===== config.mk =====
export PLATFORM = sky130hd
export DESIGN_NAME = garbage_inserter_flat
export DESIGN_NICKNAME = d
export VERILOG_FILES = /design/src/rtl/garbage_inserter_if.sv /design/src/rtl/garbage_inserter.sv /design/src/flat_wrapper.sv
export SDC_FILE = /design/constraint.sdc
export NUM_CORES = 1
export LEC_CHECK = 0
export ABC_AREA = 1
export ABC_CLOCK_PERIOD_IN_PS = 3000
export BUFFER_PORTS_ARGS = -buffer_cell sky130_fd_sc_hd__clkbuf_2
export CAP_MARGIN = 20
export CORE_AREA = 2 2 219 135
export DETAILED_ROUTE_END_ITERATION = 6
export DIE_AREA = 0 0 221 137
export PLACE_DENSITY = 0.66
export RECOVER_POWER = 25
export SLEW_MARGIN = 20
export SYNTH_ARGS = -nofsm -noshare
export SYNTH_HDL_FRONTEND = slang
export SYNTH_SLANG_ARGS = --single-unit

===== constraint.sdc =====
create_clock -name clk -period 3 [get_ports clk]
set_input_delay 0.6 -clock clk [delete_from_list [all_inputs] [get_ports clk]]
set_output_delay 0.6 -clock clk [all_outputs]
set_load 0.03 [all_outputs]

===== src/rtl/garbage_inserter_if.sv =====
// Garbage inserter bus: garbage queueing, the batch start strobe, the playfield
// snapshot and all status outputs. The master drives requests and the slave
// (the inserter) returns the playfield and status.
interface garbage_inserter_if #(
    parameter int ROWS = 20,
    parameter int COLS = 10
);
    logic                 add_valid;
    logic [2:0]           add_count;
    logic                 insert_go;
    logic [ROWS*COLS-1:0] stored_array;
    logic [ROWS*COLS-1:0] garbage_array;
    logic [3:0]           pending;
    logic                 busy;
    logic                 done;
    logic                 top_out;

    modport master (
        output add_valid, add_count, insert_go, stored_array,
        input  garbage_array, pending, busy, done, top_out
    );

    modport slave (
        input  add_valid, add_count, insert_go, stored_array,
        output garbage_array, pending, busy, done, top_out
    );
endinterface


===== src/rtl/garbage_inserter.sv =====
// Garbage row inserter. It pushes the playfield up one row per cycle and fills
// the bottom row with a garbage line. Each garbage line is full except for one
// hole column, and an LFSR picks that column. Row r occupies
// array[r*COLS +: COLS]. Row 0 is the top row.
// Optional feature: define GARBAGE_SAME_HOLE_EN to give every row of a batch
// the hole column of the first row. With this macro the LFSR advances once per
// batch.
module garbage_inserter #(
    parameter int         ROWS      = 20,
    parameter int         COLS      = 10,
    parameter int         MAX_PEND  = 15,
    parameter logic [7:0] LFSR_SEED = 8'hA5
) (
    input logic             clk,
    input logic             reset_n,
    garbage_inserter_if.slave bus
);
    typedef enum logic [1:0] {IDLE, SHIFT, DONE} state_t;

    state_t               state;
    logic [ROWS*COLS-1:0] field;
    logic [3:0]           pend;
    logic [3:0]           batch;
    logic [7:0]           lfsr;
    logic                 busy;
    logic                 done;
    logic                 top_out;
`ifdef GARBAGE_SAME_HOLE_EN
    logic                 first;
    logic [3:0]           hole;
`endif

    logic                 top_hit;
    logic                 dec;
    logic [4:0]           pend_sum;
    logic [3:0]           pend_nxt;
    logic [3:0]           cur_hole;
    logic [COLS-1:0]      garb_row;
    logic                 fb;

    // Fold the LFSR nibble into the 0..9 column range.
    function automatic logic [3:0] hole_of(input logic [7:0] l);
        hole_of = (l[3:0] < 4'd10) ? l[3:0] : l[3:0] - 4'd10;
    endfunction

    // Compute the pending counter update, the hole column and the garbage row
    // for this cycle.
    always_comb begin
        top_hit  = (state == SHIFT) && (field[COLS-1:0] != '0);
        dec      = (state == SHIFT) && !top_hit;
        pend_sum = {1'b0, pend} + (bus.add_valid ? {2'b00, bus.add_count} : 5'd0)
                   - {4'd0, dec};
        pend_nxt = (pend_sum > 5'(MAX_PEND)) ? 4'(MAX_PEND) : pend_sum[3:0];
`ifdef GARBAGE_SAME_HOLE_EN
        cur_hole = first ? hole_of(lfsr) : hole;
`else
        cur_hole = hole_of(lfsr);
`endif
        garb_row = ~(COLS'(1) << cur_hole);
        fb       = lfsr[7] ^ lfsr[5] ^ lfsr[4] ^ lfsr[3];
    end

    // Batch FSM. It also holds the playfield, the pending counter and the
    // registered status outputs.
    always_ff @(posedge clk or negedge reset_n) begin
        if (!reset_n) begin
            state   <= IDLE;
            field   <= '0;
            pend    <= '0;
            batch   <= '0;
            lfsr    <= LFSR_SEED;
            busy    <= 1'b0;
            done    <= 1'b0;
            top_out <= 1'b0;
`ifdef GARBAGE_SAME_HOLE_EN
            first   <= 1'b0;
            hole    <= '0;
`endif
        end else begin
            pend <= pend_nxt;
            done <= 1'b0;
            case (state)
                IDLE: begin
                    if (bus.insert_go) begin
                        // The batch takes the count from before this cycle's
                        // add. Lines that arrive later wait for the next
                        // insert_go.
                        field <= bus.stored_array;
                        batch <= pend;
                        busy  <= 1'b1;
`ifdef GARBAGE_SAME_HOLE_EN
                        first <= 1'b1;
`endif
                        if (pend != '0) begin
                            state <= SHIFT;
                        end else begin
                            state <= DONE;
                            done  <= 1'b1;
                        end
                    end
                end
                SHIFT: begin
                    if (top_hit) begin
                        // Pushing now would eject a filled top row. Abort the
                        // batch and drop every queued line.
                        top_out <= 1'b1;
                        pend    <= '0;
                        batch   <= '0;
                        state   <= DONE;
                        done    <= 1'b1;
                    end else begin
                        field <= {garb_row, field[ROWS*COLS-1:COLS]};
                        batch <= batch - 4'd1;
`ifdef GARBAGE_SAME_HOLE_EN
                        first <= 1'b0;
                        hole  <= cur_hole;
                        if (first) lfsr <= {lfsr[6:0], fb};
`else
                        lfsr  <= {lfsr[6:0], fb};
`endif
                        if (batch == 4'd1) begin
                            state <= DONE;
                            done  <= 1'b1;
                        end
                    end
                end
                DONE: begin
                    state <= IDLE;
                    busy  <= 1'b0;
                end
                default: begin
                    state <= IDLE;
                    busy  <= 1'b0;
                end
            endcase
        end
    end

    assign bus.garbage_array = field;
    assign bus.pending       = pend;
    assign bus.busy          = busy;
    assign bus.done          = done;
    assign bus.top_out       = top_out;
endmodule


===== src/flat_wrapper.sv =====
// flat-port wrapper written by rule: the top's interface ports become plain ports
module garbage_inserter_flat 
#(
    parameter int         ROWS      = 20,
    parameter int         COLS      = 10,
    parameter int         MAX_PEND  = 15,
    parameter logic [7:0] LFSR_SEED = 8'hA5
)
  (clk, reset_n, bus_add_valid, bus_add_count, bus_insert_go, bus_stored_array, bus_garbage_array, bus_pending, bus_busy, bus_done, bus_top_out);
  garbage_inserter_if #(.ROWS(ROWS), .COLS(COLS)) bus_i ();
  input logic clk;
  input logic reset_n;
  input wire logic [$bits(bus_i.add_valid)-1:0] bus_add_valid;
  input wire logic [$bits(bus_i.add_count)-1:0] bus_add_count;
  input wire logic [$bits(bus_i.insert_go)-1:0] bus_insert_go;
  input wire logic [$bits(bus_i.stored_array)-1:0] bus_stored_array;
  output wire logic [$bits(bus_i.garbage_array)-1:0] bus_garbage_array;
  output wire logic [$bits(bus_i.pending)-1:0] bus_pending;
  output wire logic [$bits(bus_i.busy)-1:0] bus_busy;
  output wire logic [$bits(bus_i.done)-1:0] bus_done;
  output wire logic [$bits(bus_i.top_out)-1:0] bus_top_out;
  assign bus_i.add_valid = bus_add_valid;
  assign bus_i.add_count = bus_add_count;
  assign bus_i.insert_go = bus_insert_go;
  assign bus_i.stored_array = bus_stored_array;
  assign bus_garbage_array = bus_i.garbage_array;
  assign bus_pending = bus_i.pending;
  assign bus_busy = bus_i.busy;
  assign bus_done = bus_i.done;
  assign bus_top_out = bus_i.top_out;
  garbage_inserter #(.ROWS(ROWS), .COLS(COLS), .MAX_PEND(MAX_PEND), .LFSR_SEED(LFSR_SEED)) u_core (.clk(clk), .reset_n(reset_n), .bus(bus_i));
endmodule

==> run summary <==
VDD IR max -> 0.000742 V
synthesized cell area -> 11,200 sq um
Synthesis Warnings -> 0
top cells by area, synth -> dfrtp_1, nand2_1, o21ai_0
placed cells -> 2,194
Seq cells post-synth -> 221
HP Class -> in -> reg
Mapped Cells -> 1,471
worst skew pair latency -> 0.52 ns
CORE AREA -> 28,300 sq um
most frequent cell after synthesis -> nand2_1
Total GRT Usage -> 22.9%
number of buffers created by CTS -> 23
clk slew on worst S/H paths -> 0.06 ns
max_cap viols -> 0
share of synthesized registers carrying an async set or reset -> 100%
Clock Path Buffers -> 3
grt ovf -> 0
WS Path Type -> reg -> reg
Final Skew -> 0.0121 ns
r2r startpoint -> u_core.bus.garbage_array[1]$_DFFE_PN0P_
crit-path max FO -> 2
total number of vias -> 10,694
RSZ-0062 raised after global routing -> no
Crit path required time -> 3.41 ns
Sink Count -> 221
slew of the pin with the lowest slew margin -> 1.14 ns
top cell type's share of synthesized area -> 48.6%
Post-Route Utilization -> 50.1%
antenna viol nets, final -> 0
Synth Area per Inst -> 7.59 sq um
largest area contributor in the netlist -> dfrtp_1
num ports -> 414
setup bufs post-CTS -> 0
Lkg Pwr -> 7.67 nW
final net count -> 2,063
crit path launch type -> flip-flop
1st-iter DRT viols -> 880
largest net degree at the start of global routing -> 106
CP bufs+invs -> 5
Crit. End Element -> flip-flop
Max-slew headroom -> 24.0%
post_cts resized -> 0
Layout area overhead -> 26.9%
row count -> 48
1st-pass router iterations -> 5
RR Endpoint -> u_core.bus.pending[1]$_DFF_PN0_
final setup TNS -> 0 ns
WL/cell -> 15.9 um
R2R cell count -> 16
clk root buf -> clkbuf_16
fillcell total -> 2,816
layout cell share with drive strength beyond 1 -> 26.4%
crit-path cells -> inv_1 -> nand2_1 -> nor2_2 -> nand3_4 -> inv_1 -> ha_1 -> inv_1 -> ha_1 -> inv_1 -> fa_1 -> nand3b_1 -> nand2_1 -> xor2_1 -> nand2_1 -> nand2_1 -> inv_1
Critical Path Stages -> 16
Non-Filler Instances -> 2,235
final WL -> 35.6 mm
pwr/cell area -> 1220 nW/um^2
Worst Setup EP -> u_core.bus.pending[1]$_DFF_PN0_
final-report max-slew violation count -> 0
GP Congestion -> 0.868
Max Clk Rate -> 379 MHz
Die Ht -> 137 um
Fin. Hold Viols -> 0
dpl hpwl -> 27.0 mm
Post-synth top cells -> nand2_1, inv_1, dfrtp_1
critical path arrival -> 3.04 ns
Final min period -> 2.64 ns
Die Wd -> 221 um
status -> finished clean
critical path's top delay family -> simple AND/OR/NAND/NOR gates
Worst path most repeated cell -> inv_1
post-synthesis cell type count -> 30
initial antenna violation count -> 1
vias in the first global route -> 9,976
first-pass GRT wire length -> 54.7 mm
number of synthesized flops with an enable pin -> 0
Slowest cell on crit path -> fa_1
H-Tree Depth -> 1
CP max stage delay -> 0.39 ns
Final Setup Violations -> 0
Post-synth top flop -> dfrtp_1
routed vias/inst -> 4.78
DRC Markers -> 0
CP Launch Point -> u_core.bus.garbage_array[1]$_DFFE_PN0P_
full die area -> 30,300 sq um
sequential area share after synthesis -> 49.6%
CTS tree -> built
Initial Utilization -> 39.5%
syn_nets -> 1,689
reg-to-reg setup timing slack -> 0.36 ns
Period Utilization, post-route -> 87.9%
IO buf count -> 413
registers in the layout (all words and copies together) (netlist names):
signal / cells
u_core.state: 2
u_core.bus.garbage_array: 200
u_core.lfsr: 8
u_core.bus.pending: 4
u_core.bus.top_out: 1
u_core.bus.done: 1
u_core.batch: 4
u_core.bus.busy: 1
cell families after synthesis:
| kind of cell | after synthesis | synth area share, % |
|---|---|---|
| AOI/OAI and AO/OA | 389 | 17.6 |
| xor gates and xnor gates | 9 | 0.706 |
| adders and majority gates | 11 | 1.30 |
| buffers and inverters | 310 | 12.2 |
| DFF | 221 | 49.6 |
| and+or+nand+nor | 531 | 18.7 |
tightest hold or removal path: cells and delay by family:
| kind | cells | cell delay, ns |
|---|---|---|
| AOI/OAI and AO/OA | 1 | 0.06 |
| buffers and inverters | 1 | 0.08 |
| and+or+nand+nor | 3 | 0.13 |
cell usage in the layout (no fill, tap or decap), types with 3 or more instances in the layout:
master	netlist	final
buf_12	0	8
o21ai_1	167	167
or2_2	10	10
o21ai_0	214	214
buf_4	21	14
xor2_1	5	5
clkbuf_1	26	5
ha_1	10	10
nor2_1	12	12
xnor2_1	4	4
nand4_1	3	3
clkbuf_2	0	413
nand3_1	15	15
clkbuf_16	0	23
dfrtp_1	217	217
clkinv_2	0	7
nand2_1	484	484
a21boi_0	3	3
inv_1	220	220
dfstp_2	4	4
power by group:
part,internal (mW),switching [mW]
clock,1.54,1.19
combinational,2.58,6.85
sequential,4.36,0.829
total,8.48,8.87
per-stage QoR:
stage          worst slack, ns  hold WS, ns  power, mW  cell area [sq um]
2_1_floorplan            0.332        0.304       11.7              11200
3_3_place_gp             0.344        0.452       14.5              13500
3_5_place_dp             0.317        0.462       14.7              13500
4_1_cts                  0.301        0.360       17.5              14200
5_1_grt                 0.0460        0.392       18.6              14200
6_report                 0.363        0.394       17.3              14200
how the worst min path moves through the flow:
stage	start	end	slack (ns)	cells after the start
after global routing	bus_stored_array[197]	u_core.bus.garbage_array[197]$_DFFE_PN0P_	0.39	4
final	bus_stored_array[187]	u_core.bus.garbage_array[187]$_DFFE_PN0P_	0.39	5
after detailed placement	u_core.bus.top_out$_DFFE_PN0P_	u_core.bus.top_out$_DFFE_PN0P_	0.46	2
after CTS	bus_stored_array[187]	u_core.bus.garbage_array[187]$_DFFE_PN0P_	0.36	5
after global placement	u_core.bus.top_out$_DFFE_PN0P_	u_core.bus.top_out$_DFFE_PN0P_	0.45	2
after floorplan	reset_n	u_core.batch[0]$_DFFE_PN0P_	0.30	0
metal layers:
layer	global-route usage [%]	part of all wire [%]
met5	0	0
met1	31.6	46
met4	6.60	2.8
met2	35.4	44
met3	6.14	7.6
layout make-up:
| cell class | instances | area (sq um) | area share, % |
|---|---|---|---|
| Multi-Input combinational cell | 940 | 4280 | 30.2 |
| Inverter | 222 | 841 | 5.93 |
| Timing Repair Buffer | 437 | 2350 | 16.6 |
| Sequential cell | 221 | 5540 | 39.1 |
| Antenna cell | 1 | 2.50 | 0.0177 |
| Clock inverter | 9 | 72.6 | 0.512 |
| Clock buffer | 30 | 622 | 4.39 |
| Tap cell | 375 | 469 | 3.31 |
timing repair:
action	4_1_cts	5_1_grt
endpoints found under the setup margin	0	0
hold buffers	1	0
hold endpoints to repair	39	0
Note: power is estimated with default switching activity, not from simulation.
